<file path="config.mk">
export PLATFORM = sky130hd
export DESIGN_NAME = pipe_ctrl_flat
export DESIGN_NICKNAME = d
export VERILOG_FILES = /design/src/rtl/pipe_ctrl_if.sv /design/src/rtl/pipe_ctrl.sv /design/src/flat_wrapper.sv
export SDC_FILE = /design/constraint.sdc
export NUM_CORES = 1
export LEC_CHECK = 0
export BUFFER_PORTS_ARGS = -buffer_cell sky130_fd_sc_hd__buf_2
export CELL_PAD_IN_SITES_DETAIL_PLACEMENT = 2
export CELL_PAD_IN_SITES_GLOBAL_PLACEMENT = 2
export CORE_UTILIZATION = 38
export CTS_BUF_LIST = sky130_fd_sc_hd__clkbuf_4 sky130_fd_sc_hd__clkbuf_8
export DETAILED_ROUTE_END_ITERATION = 12
export GPL_ROUTABILITY_DRIVEN = 0
export PLACE_DENSITY_LB_ADDON = 0.1
export SYNTH_ARGS = -nofsm -noshare
export SYNTH_HDL_FRONTEND = slang
export SYNTH_SLANG_ARGS = --single-unit
export TNS_END_PERCENT = 10
</file>
<file path="constraint.sdc">
create_clock -name clk -period 4.75 [get_ports clk]
set_clock_uncertainty 0.1 [all_clocks]
set_input_delay 0.2375 -clock clk [delete_from_list [all_inputs] [get_ports clk]]
set_output_delay 0.2375 -clock clk [all_outputs]
set_load 0.02 [all_outputs]
</file>
<file path="src/rtl/pipe_ctrl_if.sv">
// Pipeline-control bundle between the stall/flush sequencer and the datapath.
// master = sequencer side (consumes requests, drives enables); slave = datapath side.
interface pipe_ctrl_if #(
    parameter int CNT_W = 32
);
    logic             haz_stall;
    logic             br_taken;
    logic             jmp;
    logic             dmem_req;
    logic             dmem_ready;
    logic             halt_req;
    logic             pc_we;
    logic             if_id_we;
    logic             if_id_flush;
    logic             id_ex_bubble;
    logic             ex_mem_we;
    logic             mem_wb_we;
    logic             halted;
    logic [CNT_W-1:0] stall_cnt;
    logic [CNT_W-1:0] flush_cnt;
    logic             haz_timeout;

    modport master (
        input  haz_stall, br_taken, jmp, dmem_req, dmem_ready, halt_req,
        output pc_we, if_id_we, if_id_flush, id_ex_bubble, ex_mem_we, mem_wb_we,
        output halted, stall_cnt, flush_cnt, haz_timeout
    );

    modport slave (
        output haz_stall, br_taken, jmp, dmem_req, dmem_ready, halt_req,
        input  pc_we, if_id_we, if_id_flush, id_ex_bubble, ex_mem_we, mem_wb_we,
        input  halted, stall_cnt, flush_cnt, haz_timeout
    );
endinterface

</file>
<file path="src/rtl/pipe_ctrl.sv">
// Stall/flush sequencer for the 5-stage pipeline: merges hazard, redirect, dmem-wait
// and halt requests into per-stage enables, with saturating perf counters and a stall watchdog.
module pipe_ctrl #(
    parameter int CNT_W         = 32,
    parameter int MAX_HAZ_STALL = 3
) (
    input logic         clk,
    input logic         reset_n,
    pipe_ctrl_if.master bus
);

    localparam int CONS_W = $clog2(MAX_HAZ_STALL + 2);
    localparam logic [CONS_W-1:0] CONS_LIM = CONS_W'(MAX_HAZ_STALL + 1);

    typedef enum logic [1:0] {
        RUN      = 2'd0,
        MEM_WAIT = 2'd1,
        HALTED   = 2'd2
    } state_e;

    state_e             state_q, state_d;
    logic [CNT_W-1:0]   stall_cnt_q, stall_cnt_d;
    logic [CNT_W-1:0]   flush_cnt_q, flush_cnt_d;
    logic [CONS_W-1:0]  consec_q, consec_d;
    logic               haz_timeout_q, haz_timeout_d;
    logic               halted_q, halted_d;

    logic pc_we_c, if_id_we_c, if_id_flush_c, id_ex_bubble_c, ex_mem_we_c, mem_wb_we_c;
    logic stall_applied_c;
    logic run_eval_c;

    function automatic logic [CNT_W-1:0] sat_inc_cnt(input logic [CNT_W-1:0] v);
        return (&v) ? v : v + 1'b1;
    endfunction

    function automatic logic [CONS_W-1:0] sat_inc_consec(input logic [CONS_W-1:0] v);
        return (v == CONS_LIM) ? v : v + 1'b1;
    endfunction

    always_ff @(posedge clk or negedge reset_n) begin
        if (!reset_n) begin
            state_q       <= RUN;
            stall_cnt_q   <= '0;
            flush_cnt_q   <= '0;
            consec_q      <= '0;
            haz_timeout_q <= 1'b0;
            halted_q      <= 1'b0;
        end else begin
            state_q       <= state_d;
            stall_cnt_q   <= stall_cnt_d;
            flush_cnt_q   <= flush_cnt_d;
            consec_q      <= consec_d;
            haz_timeout_q <= haz_timeout_d;
            halted_q      <= halted_d;
        end
    end

    always_comb begin
        state_d = state_q;
        case (state_q)
            RUN: begin
                if (bus.halt_req)
                    state_d = HALTED;
                else if (bus.dmem_req && !bus.dmem_ready)
                    state_d = MEM_WAIT;
            end
            MEM_WAIT: begin
                if (bus.dmem_ready)
                    state_d = RUN;
            end
            default: state_d = HALTED;
        endcase
    end

    // Redirect/stall resolution applies in RUN when not frozen, and in the MEM_WAIT exit cycle.
    always_comb begin
        pc_we_c         = 1'b0;
        if_id_we_c      = 1'b0;
        if_id_flush_c   = 1'b0;
        id_ex_bubble_c  = 1'b0;
        ex_mem_we_c     = 1'b0;
        mem_wb_we_c     = 1'b0;
        stall_applied_c = 1'b0;
        run_eval_c      = 1'b0;

        case (state_q)
            RUN:      run_eval_c = !bus.halt_req && !(bus.dmem_req && !bus.dmem_ready);
            MEM_WAIT: run_eval_c = bus.dmem_ready;
            default:  run_eval_c = 1'b0;
        endcase

        if (run_eval_c) begin
            ex_mem_we_c = 1'b1;
            mem_wb_we_c = 1'b1;
            if (bus.br_taken) begin
                pc_we_c        = 1'b1;
                if_id_we_c     = 1'b1;
                if_id_flush_c  = 1'b1;
                id_ex_bubble_c = 1'b1;
            end else if (bus.haz_stall) begin
                // A pending jump waits behind the stall: its rs may not be ready yet.
                id_ex_bubble_c  = 1'b1;
                stall_applied_c = 1'b1;
            end else if (bus.jmp) begin
                pc_we_c       = 1'b1;
                if_id_we_c    = 1'b1;
                if_id_flush_c = 1'b1;
            end else begin
                pc_we_c    = 1'b1;
                if_id_we_c = 1'b1;
            end
        end
    end

    always_comb begin
        stall_cnt_d   = stall_applied_c ? sat_inc_cnt(stall_cnt_q) : stall_cnt_q;
        flush_cnt_d   = if_id_flush_c ? sat_inc_cnt(flush_cnt_q) : flush_cnt_q;
        consec_d      = stall_applied_c ? sat_inc_consec(consec_q) : '0;
        haz_timeout_d = haz_timeout_q | (consec_d == CONS_LIM);
        halted_d      = halted_q | (state_d == HALTED);
    end

    // Reset is asynchronous, so the enables are gated directly to drop in the same instant.
    assign bus.pc_we        = reset_n & pc_we_c;
    assign bus.if_id_we     = reset_n & if_id_we_c;
    assign bus.if_id_flush  = reset_n & if_id_flush_c;
    assign bus.id_ex_bubble = reset_n & id_ex_bubble_c;
    assign bus.ex_mem_we    = reset_n & ex_mem_we_c;
    assign bus.mem_wb_we    = reset_n & mem_wb_we_c;
    assign bus.halted       = halted_q;
    assign bus.stall_cnt    = stall_cnt_q;
    assign bus.flush_cnt    = flush_cnt_q;
    assign bus.haz_timeout  = haz_timeout_q;

endmodule

</file>
<file path="src/flat_wrapper.sv">
// flat-port wrapper written by rule: the top's interface ports become plain ports
module pipe_ctrl_flat 
#(
    parameter int CNT_W         = 32,
    parameter int MAX_HAZ_STALL = 3
)
  (clk, reset_n, bus_haz_stall, bus_br_taken, bus_jmp, bus_dmem_req, bus_dmem_ready, bus_halt_req, bus_pc_we, bus_if_id_we, bus_if_id_flush, bus_id_ex_bubble, bus_ex_mem_we, bus_mem_wb_we, bus_halted, bus_stall_cnt, bus_flush_cnt, bus_haz_timeout);
  pipe_ctrl_if #(.CNT_W(CNT_W)) bus_i ();
  input logic clk;
  input logic reset_n;
  input wire logic [$bits(bus_i.haz_stall)-1:0] bus_haz_stall;
  input wire logic [$bits(bus_i.br_taken)-1:0] bus_br_taken;
  input wire logic [$bits(bus_i.jmp)-1:0] bus_jmp;
  input wire logic [$bits(bus_i.dmem_req)-1:0] bus_dmem_req;
  input wire logic [$bits(bus_i.dmem_ready)-1:0] bus_dmem_ready;
  input wire logic [$bits(bus_i.halt_req)-1:0] bus_halt_req;
  output wire logic [$bits(bus_i.pc_we)-1:0] bus_pc_we;
  output wire logic [$bits(bus_i.if_id_we)-1:0] bus_if_id_we;
  output wire logic [$bits(bus_i.if_id_flush)-1:0] bus_if_id_flush;
  output wire logic [$bits(bus_i.id_ex_bubble)-1:0] bus_id_ex_bubble;
  output wire logic [$bits(bus_i.ex_mem_we)-1:0] bus_ex_mem_we;
  output wire logic [$bits(bus_i.mem_wb_we)-1:0] bus_mem_wb_we;
  output wire logic [$bits(bus_i.halted)-1:0] bus_halted;
  output wire logic [$bits(bus_i.stall_cnt)-1:0] bus_stall_cnt;
  output wire logic [$bits(bus_i.flush_cnt)-1:0] bus_flush_cnt;
  output wire logic [$bits(bus_i.haz_timeout)-1:0] bus_haz_timeout;
  assign bus_i.haz_stall = bus_haz_stall;
  assign bus_i.br_taken = bus_br_taken;
  assign bus_i.jmp = bus_jmp;
  assign bus_i.dmem_req = bus_dmem_req;
  assign bus_i.dmem_ready = bus_dmem_ready;
  assign bus_i.halt_req = bus_halt_req;
  assign bus_pc_we = bus_i.pc_we;
  assign bus_if_id_we = bus_i.if_id_we;
  assign bus_if_id_flush = bus_i.if_id_flush;
  assign bus_id_ex_bubble = bus_i.id_ex_bubble;
  assign bus_ex_mem_we = bus_i.ex_mem_we;
  assign bus_mem_wb_we = bus_i.mem_wb_we;
  assign bus_halted = bus_i.halted;
  assign bus_stall_cnt = bus_i.stall_cnt;
  assign bus_flush_cnt = bus_i.flush_cnt;
  assign bus_haz_timeout = bus_i.haz_timeout;
  pipe_ctrl #(.CNT_W(CNT_W), .MAX_HAZ_STALL(MAX_HAZ_STALL)) u_core (.clk(clk), .reset_n(reset_n), .bus(bus_i));
endmodule
</file>
# [After elaboration in Yosys (flattened, before gate mapping)]
# Cells that the tools add are included.
[word_totals] ff_bits=71 inputBits=8 output_inout_bits=72
[classes] n_addsub=3 n_eq_ne=4 n_mux=20 bitwise_logic=8 n_reduce_logical=10
[op_table] operator="$add A32 B1 Y32 const B" n=2
[op_table] operator="$reduce_and A32 Y1" n=2
[op_table] operator="$mux W1" n=13
[op_table] operator="$eq A3 B3 Y1 const B" n=2
[op_table] operator="$mux W2" n=3
[op_table] operator="$mux W3" n=2
[op_table] operator="$and A1 B1 Y1" n=4
[op_table] operator="$pmux W2 S2" n=1
[op_table] operator="$reduce_and A2 Y1" n=2
[op_table] operator="$add A3 B1 Y3 const B" n=1
[op_table] operator="$logic_not A1 Y1" n=3
[op_table] operator="$eq A2 B1 Y1 const B" n=1
[op_table] operator="$eq A2 B2 Y1 const B" n=1
[op_table] operator="$logic_and A1 B1 Y1" n=2
[op_table] operator="$logic_not A2 Y1" n=1
[op_table] operator="$not A1 Y1" n=2
[op_table] operator="$or A1 B1 Y1" n=2
[op_table] operator="$pmux W1 S2" n=1

# [Logic depth before layout (Yosys ltp)]
# Gate-level depths: netlist of the first run.
[depth] depth_word=9 depth_mapped=8 mapped_depth_nobuf=6

# [Worst setup path before layout of the first run]
# Ideal clock, no wire load.
[synth_timing] path_kind="reg-to-reg" startpoint="register u_core.stall_cnt_q[24] (netlist: u_core.bus.stall_cnt[24])" endpoint="register u_core.stall_cnt_q[19] (netlist: u_core.bus.stall_cnt[19])" t_arrival_ps=1878 required_ps=4515 path_slack_ps=2637 path_stages_with_launch=7 n_path_buf=1 synth_period_minus_slack_ps=2113 cell_sequence="dfrtp_1 > and4_4 > nand3_4 > or4b_1 > buf_2 > and3_1 > xor2_1"
[synth_via] elab_chain_cells=3
[synth_lines] item="start, declared" line_no="pipe_ctrl.sv:22" text="logic [CNT_W-1:0] stall_cnt_q, stall_cnt_d;"
[synth_lines] item="start signal, assigned" line_no="pipe_ctrl.sv:50" text="stall_cnt_q <= stall_cnt_d;"
[synth_lines] item="$reduce_and A32 Y1" line_no="pipe_ctrl.sv:33" text="return (&v) ? v : v + 1'b1;"
[synth_lines] item="$not A1 Y1 (no source line)"
[synth_lines] item="$reduce_and A2 Y1 (no source line)"
# No other way between the ends.
# A chain may end at the register's enable or synchronous reset.

# [Worst setup path after layout of the first run]
[layout_timing] startpoint="register u_core.state_q[0]" endpoint="register u_core.flush_cnt_q[15] (netlist: u_core.bus.flush_cnt[15])"
[layout_via] elab_chain_cells=4 word_cells_on_any_way=5 cone_classes="1 x eq/ne; 2 x mux; 2 x reduce/logical"
[layout_lines] item="start, declared" line_no="pipe_ctrl.sv:21" text="state_e state_q, state_d;"
[layout_lines] item="start signal, assigned" line_no="pipe_ctrl.sv:49" text="state_q <= state_d;"
[layout_lines] item="$eq A2 B1 Y1 / $logic_not A2 Y1 (equally long branches)" line_no="pipe_ctrl.sv:86" text="case (state_q)"
[layout_lines] item="$pmux W1 S2 (*)" line_no="pipe_ctrl.sv:86"
[layout_lines] item="$mux W1 (*)" line_no="pipe_ctrl.sv:92" text="if (run_eval_c) begin"
[layout_lines] item="$reduce_and A2 Y1 (no source line) (*)"
[layout_lines] item="end signal, assigned" line_no="pipe_ctrl.sv:51" text="flush_cnt_q <= flush_cnt_d;"
[layout_lines] item="end, declared" line_no="pipe_ctrl.sv:23" text="logic [CNT_W-1:0] flush_cnt_q, flush_cnt_d;"
# Mark *: on every way between the ends. The rest lies on a longest branch, timed or not.

==> results.cfg, run 1 <==
[cts]
numClockSinks = 71
post_cts.repair.setup_buffers = 0
clk_latency_ns = 0.36
clock_transition_at_the_register_clock_pins_on_the_worst_setup_and_hold_paths_after_cts_ns = 0.08
hold_buffers = 0
postcts_resize_cnt = 0
cts_root_buf = clkbuf_8
cts_buffer_count = 9
htree_num_levels = 3
tritoncts = yes
clockBufferDepth = 2

[power]
seq_power_share_pct = 51.0
ir_drop_mv = 0.141
switching_share_pct = 21.4
power.switching_uw = 254
power_density_nw_per_um2 = 274
power.clock.fraction_pct = 47.4
power.leakage_uw = 0.00208
intPower_uw = 931
p_comb_share_pct = 1.6

[synth]
synthArstFlopShare_pct = 100
synth_sequential_area_ratio_pct = 49.5
ys_types = 46
synth_top_flop_cell = dfrtp_1
syn-mean-instance-area_um2 = 10.7
largest_family_of_logic_cells_by_synthesized_area = simple AND/OR/NAND/NOR gates
multiplexer_share_of_the_synthesized_area_pct = 0.627
synth_edf_count = 0
synth.ff_latch_count = 71
mappedNetlistNets = 349
post_synth_inst_count = 337
synth_simple_gate_area_share_pct = 29.3
yosys.area_share.adder_pct = 1.39
post_synth_instance_area_um2 = 3590
xor_xnor_fraction_of_synth_area_pct = 14.6
ys.warnings.count = 0
synth_compound_area_share_pct = 2.61

[layout]
final-instance-count-excl-fill = 537
synthToLayoutAreaGrowth_pct = 20.4
finish.instance_area_um2 = 4320
seq_cell_area_um2 = 1780
fillerInstances = 1009
multiInputGateArea_um2 = 1740
num_antenna_cells = 0
final_cell_mix = 79 x buf_2, 71 x dfrtp_1, 47 x xnor2_1
drive_gt1_share_pct = 27.9
layout_commonest_cell = buf_2
final_util_pct = 47.0
nets = 433

[route]
detailed_route_drc_error_count = 0
drtAntennaViolNets = 0
postRouteWirelength_um = 9840
route.detailed.wl_per_inst_um = 18.3
detail_route.vias_per_cell = 5.50
drtPass1Iterations = 4
vias = 2951
drt-initial-drc-count = 63

[timing]
setup_repair_after_global_routing_missed_its_margin = false
hold_viol = 0
timing_max_transition_violations_final = 0
setup_slack_ns = 2.05
worstMarginPinSlew_ns = 1.15
timing.max_slew.rel_slack_pct = 23.2
finalSetupViolCount = 0
layout_worst_path_cycle_share_pct = 56.9
fin_tns_setup_ns = 0
layout_min_cycle_time_ns = 2.70
max_freq_mhz = 370

[floorplanning]
start_util_pct = 39.0
die_area_um2 = 9840
core_area_um2 = 9200
fp.dieW_um = 99.2
fp.dieH_um = 99.2
fp-row-count = 35
top_level_ports = 80

[setup_path]
critPathRequiredTime_ns = 4.90
worstSetupStartpointType = flip-flop
endpoint_kind = flip-flop
worstPathCellList = o21bai_1, o2111ai_1, a31oi_1, nand3_1, xnor2_1
slowest_delay_ns = 0.96
worst_case_register_to_register_setup_slack_ns = 2.05
setup.worst_path.class = reg -> reg
path_delay_family = compound AO/OA/AOI/OAI gates
cp_arrival_ns = 2.85
cp_num_buf_inv = 0
crit_fanout = 12
critical_path.slowest_cell = a31oi_1

[global_route]
gr-usage-all-layers_pct = 21.9
first_global_vias = 3212
wire_length_of_the_first_global_routing_pass_um = 16800
maximum_number_of_pins_on_one_net_before_global_route_repair = 72
antenna_violations_before_repair = 0
grt_overflow = 0

[placement]
dpl.cell_count = 521
placement_stage_worst_setup_slack_ns = 2.06
place_hpwl_um = 7000
post_dp_cell_area_um2 = 4090
io_buffers = 79

[min_path]
worstHoldPathType = in -> async

[flow_run]
drv.max_cap_violation_count = 0

[outcome]
status = finished, final reports clean
## cells by family (layout without fill, tap and decap cells)
logic type,after synthesis,in the layout
flops,71,71
xor+xnor,60,60
buf+inv,14,103
fa+ha+maj,4,4
simple gates,173,173
compound gates,13,13
mux,2,2
## layout make-up
cell class / instances / area share [%]
Multi-Input combinational cell: 252 / 40.3
Clock inverter: 5 / 1.85
Timing Repair Buffer: 81 / 9.49
Inverter: 6 / 0.521
Sequential cell: 71 / 41.1
Clock buffer: 11 / 3.50
Tap cell: 111 / 3.21
## power groups by stage
stage / combinational [µW] / clock, µW / sequential [µW]
floorplan: 2.22 / 0 / 616
finish: 18.9 / 562 / 604
global route: 22.0 / 602 / 604
global placement: 19.7 / 0 / 616
detailed placement: 20.3 / 0 / 616
CTS: 20.3 / 575 / 604
## flip-flops by register name (all words and copies together) (netlist names)
| register | count |
|---|---|
| u_core.bus.flush_cnt | 32 |
| u_core.bus.halted | 1 |
| u_core.bus.haz_timeout | 1 |
| u_core.bus.stall_cnt | 32 |
| u_core.consec_q | 3 |
| u_core.state_q | 2 |
## path summary, 6_finish.rpt
path / from / to / depth (start not counted)
max: u_core.state_q[0]$_DFF_PN0_ / u_core.bus.flush_cnt[15]$_DFFE_PN0P_ / 5
min: reset_n / u_core.consec_q[1]$_DFF_PN0_ / 2
max reg2reg: u_core.state_q[0]$_DFF_PN0_ / u_core.bus.flush_cnt[15]$_DFFE_PN0P_ / 5
min reg2reg: u_core.bus.halted$_DFF_PN0_ / u_core.bus.halted$_DFF_PN0_ / 1
max in group asynchronous: reset_n / u_core.bus.flush_cnt[17]$_DFFE_PN0P_ / 2
min in group clk: bus_dmem_ready / u_core.state_q[0]$_DFF_PN0_ / 3
## per-stage QoR
stage,hold slack [ns],power (µW)
after global routing,0.106,1230
after CTS,0.105,1200
after global placement,0.343,636
after floorplan,-0.158,618
final,0.0306,1180
after detailed placement,0.359,636
## cell usage after synthesis (4+ instances only)
cell type | number | area [µm²]
dfrtp_1 | 71 | 1780
and4_1 | 9 | 78.8
nor3_1 | 13 | 65.1
nand4_1 | 33 | 206
ha_1 | 4 | 50.1
nor2_1 | 26 | 97.6
nand2_1 | 21 | 78.8
and3_1 | 12 | 75.1
xnor2_1 | 47 | 412
xor2_1 | 13 | 114
inv_1 | 6 | 22.5
nand3_1 | 20 | 100
nand3_2 | 9 | 90.1
and2_1 | 5 | 31.3
## worst register-to-register path: cells and delay by family (launching register included)
kind            cells  cell delay, ns
flops               1            0.38
compound gates      3            1.68
xor+xnor            1            0.19
simple gates        1            0.24
## metal layers
| layer | track usage [%] | wire length, µm | vias to the layer above |
|---|---|---|---|
| met5 | 0 | 0 | - |
| met4 | 7.01 | 144 | 0 |
| met3 | 3.87 | 268 | 12 |
| met2 | 38.7 | 5180 | 48 |
| met1 | 27.1 | 4250 | 1512 |
| li1 | - | - | 1379 |
Note: power is estimated with default switching activity, not from simulation.
==> run 2, diff against run 1 <==
--- a/config.mk
+++ b/config.mk
@@ -5,10 +5,11 @@
 export SDC_FILE = /design/constraint.sdc
 export NUM_CORES = 1
 export LEC_CHECK = 0
+export ABC_AREA = 1
 export BUFFER_PORTS_ARGS = -buffer_cell sky130_fd_sc_hd__buf_2
 export CELL_PAD_IN_SITES_DETAIL_PLACEMENT = 2
 export CELL_PAD_IN_SITES_GLOBAL_PLACEMENT = 2
-export CORE_UTILIZATION = 38
+export CORE_UTILIZATION = 31
 export CTS_BUF_LIST = sky130_fd_sc_hd__clkbuf_4 sky130_fd_sc_hd__clkbuf_8
 export DETAILED_ROUTE_END_ITERATION = 12
 export GPL_ROUTABILITY_DRIVEN = 0
==> constraint.sdc (replaced) <==
create_clock -name clk -period 2.6 [get_ports clk]
set_clock_uncertainty 0.1 [all_clocks]
set_input_delay 0.13 -clock clk [delete_from_list [all_inputs] [get_ports clk]]
set_output_delay 0.13 -clock clk [all_outputs]
set_load 0.02 [all_outputs]
==> run 2 against run 1 <==
Effect of this change:
- the run now ends with design-rule violations left
- first-iteration DRC count up 110%
- combinational power rose to 4.0 times the previous value
- clock-buffer cell count down 2
- critical path depth up 5
- final cell count up 88%
- register-to-register slack worse by 1.6 ns
- critical endpoint is now u_core.bus.flush_cnt[12]$_DFFE_PN0P_
- largest power group unchanged
==> results.cfg, run 2 <==
[setup_path]
crit_fanout = 26
cp.depth = 10
worstSetupStartpointType = flip-flop
r2r-start = u_core.bus.flush_cnt[0]$_DFFE_PN0P_
r2r_end = u_core.bus.flush_cnt[12]$_DFFE_PN0P_
path_common_cell = nand2_4
timing.reg2reg.worst_path_depth = 10
critical_path.slowest_cell = dfrtp_1
cp_num_buf_inv = 2
setup.worst_path.start = u_core.bus.flush_cnt[0]$_DFFE_PN0P_
worstPathCellList = ha_1, inv_1, nor2_4, nand2_4, nor2_4, nand2_4, nand2_4, inv_4, nand2_1, nand2_1
slowest_delay_ns = 0.42
cp_arrival_ns = 2.33
setup.worst_path.class = reg -> reg
worst_case_register_to_register_setup_slack_ns = 0.44
critPathRequiredTime_ns = 2.77
endpoint_kind = flip-flop
crit_end = u_core.bus.flush_cnt[12]$_DFFE_PN0P_
path_delay_family = simple AND/OR/NAND/NOR gates

[floorplanning]
top_level_ports = 80
start_util_pct = 32.2
fp.dieH_um = 125
fp.dieW_um = 125
die_area_um2 = 15700
core_area_um2 = 14700
fp-row-count = 44

[synth]
ys.warnings.count = 0
synth_sequential_area_ratio_pct = 37.6
ys_types = 25
mappedNetlistNets = 745
synth.ff_latch_count = 71
syn-mean-instance-area_um2 = 6.45
synth_top_flop_cell = dfrtp_1
synth_top_cell_area_share_pct = 37.6
synth_edf_count = 0
synthArstFlopShare_pct = 100
synth.area.top_cells = dfrtp_1 38%, nand2_1 29%, nor2_1 8.3%
post_synth_inst_count = 733
post_synthesis_cell_type_with_the_largest_combined_area = dfrtp_1
cell_types_with_the_highest_counts_after_synthesis = 370 x nand2_1, 104 x nor2_1, 71 x dfrtp_1, 63 x inv_1, 34 x nand3_1
synth_most_common_cell = nand2_1
post_synth_instance_area_um2 = 4730

[cts]
post_cts.repair.setup_buffers = 0
postcts_resize_cnt = 0
clk_latency_ns = 0.38
hold_buffers = 5
cts_buffer_count = 9
clock_transition_at_the_register_clock_pins_on_the_worst_setup_and_hold_paths_after_cts_ns = 0.09
tritoncts = yes
numClockSinks = 71
cts_root_buf = clkbuf_8
htree_num_levels = 3
clockBufferDepth = 2

[timing]
fin_tns_setup_ns = 0
layout_min_cycle_time_ns = 2.16
finalSetupViolCount = 0
worstMarginPinSlew_ns = 0.745
fin_worst_hold_slack_ns = 0.0676
timing.max_slew.rel_slack_pct = 50.3
timing_max_transition_violations_final = 0
setup_repair_after_global_routing_missed_its_margin = false
layout_worst_path_cycle_share_pct = 83.0
hold_viol = 0
max_freq_mhz = 464

[power]
ir_drop_mv = 0.165
power.leakage_uw = 0.00282
intPower_uw = 1680
p_comb_share_pct = 3.3
power.clock.fraction_pct = 47.3
power.switching_uw = 585
seq_power_share_pct = 49.3
switching_share_pct = 25.8
power_density_nw_per_um2 = 408

[layout]
finish.instance_area_um2 = 5570
nets = 835
layout_commonest_cell = nand2_1
final-instance-count-excl-fill = 1012
synthToLayoutAreaGrowth_pct = 17.8
final_cell_mix = 370 x nand2_1, 104 x nor2_1, 78 x buf_2
drive_gt1_share_pct = 14.7
num_antenna_cells = 0

[global_route]
antenna_violations_before_repair = 0
maximum_number_of_pins_on_one_net_before_global_route_repair = 54
groute.layer.met1.usage_pct = 25.2
grt_overflow = 0
first_global_vias = 5434
global_route.usage.met2_pct = 44.5
globalRouteMet3Util_pct = 2.91
top_usage_layer = met2
gr-usage-all-layers_pct = 22.8
wire_length_of_the_first_global_routing_pass_um = 27900

[placement]
post_dp_cell_area_um2 = 5290
dpl.cell_count = 991
place_hpwl_um = 12800
io_buffers = 79

[route]
drt-initial-drc-count = 130
vias = 4881
drtAntennaViolNets = 0
postRouteWirelength_um = 16800
route.detailed.wl_per_inst_um = 16.6
drtPass1Iterations = 8
detail_route.vias_per_cell = 4.82
detailed_route_drc_error_count = 4

[flow_run]
drv.max_cap_violation_count = 0

[min_path]
worstHoldPathType = in -> async

[outcome]
failed_checks = design-rule violations
status = finished, violations left
-- run 2: changes by cell type in the layout (fill, tap and decap cells not counted), sizes merged, moves of 6 or more --
cell,before,now
xnor2,47,14
inv,6,68
nand2,22,378
o21ai,3,11
nor3,14,0
and4,10,0
nor2,26,112
and3,12,0
buf,81,87
nand4,34,7
-- run 2: through the flow --
step | util [%] | setup slack (ns) | total power [µW]
2_1_floorplan | - | 0.608 | 1170
3_3_place_gp | 36.0 | 0.481 | 1210
3_5_place_dp | 36.0 | 0.445 | 1220
4_1_cts | 37.9 | 0.412 | 2310
5_1_grt | 37.9 | 0.252 | 2340
6_report | 37.9 | 0.443 | 2270
-- run 2: final cells by class --
type,instances,area [µm²]
clock buffer,9,124
multi-input combinational,584,2580
timing repair buffer,92,508
fill,1822,9130
inverter,65,249
sequential,71,1780
tap,184,230
clock inverter,7,103
-- run 2: worst min path at each step --
stage,endpoint,startpoint,slack (ns)
after floorplan,u_core.bus.flush_cnt[0]$_DFFE_PN0P_,reset_n,-0.27
after global placement,u_core.bus.stall_cnt[18]$_DFFE_PN0P_,reset_n,-0.06
after detailed placement,u_core.bus.stall_cnt[18]$_DFFE_PN0P_,reset_n,-0.05
after CTS,u_core.bus.stall_cnt[18]$_DFFE_PN0P_,reset_n,0.07
after global routing,u_core.bus.stall_cnt[18]$_DFFE_PN0P_,reset_n,0.09
final,u_core.bus.stall_cnt[18]$_DFFE_PN0P_,reset_n,0.07
-- run 2: kinds of logic after synthesis --
logic type	share of synthesized area (%)
AOI/OAI and AO/OA	2.01
buffers and inverters	7.91
xor gates and xnor gates	5.00
and+or+nand+nor	46.4
adders and majority gates	1.06
DFF	37.6
-- run 2: power groups by stage --
stage / combinational (µW) / clock, µW / sequential, µW
2_1_floorplan: 17.7 / 0 / 1150
3_3_place_gp: 70.9 / 0 / 1140
3_5_place_dp: 73.2 / 0 / 1140
4_1_cts: 78.3 / 1110 / 1120
5_1_grt: 85.3 / 1140 / 1120
6_report: 75.4 / 1070 / 1120
-- run 2: metal layers --
layer / wire length (µm) / up-vias
li1: - / 2401
met4: 307 / 0
met3: 370 / 21
met2: 9120 / 62
met5: 0 / -
met1: 6970 / 2397
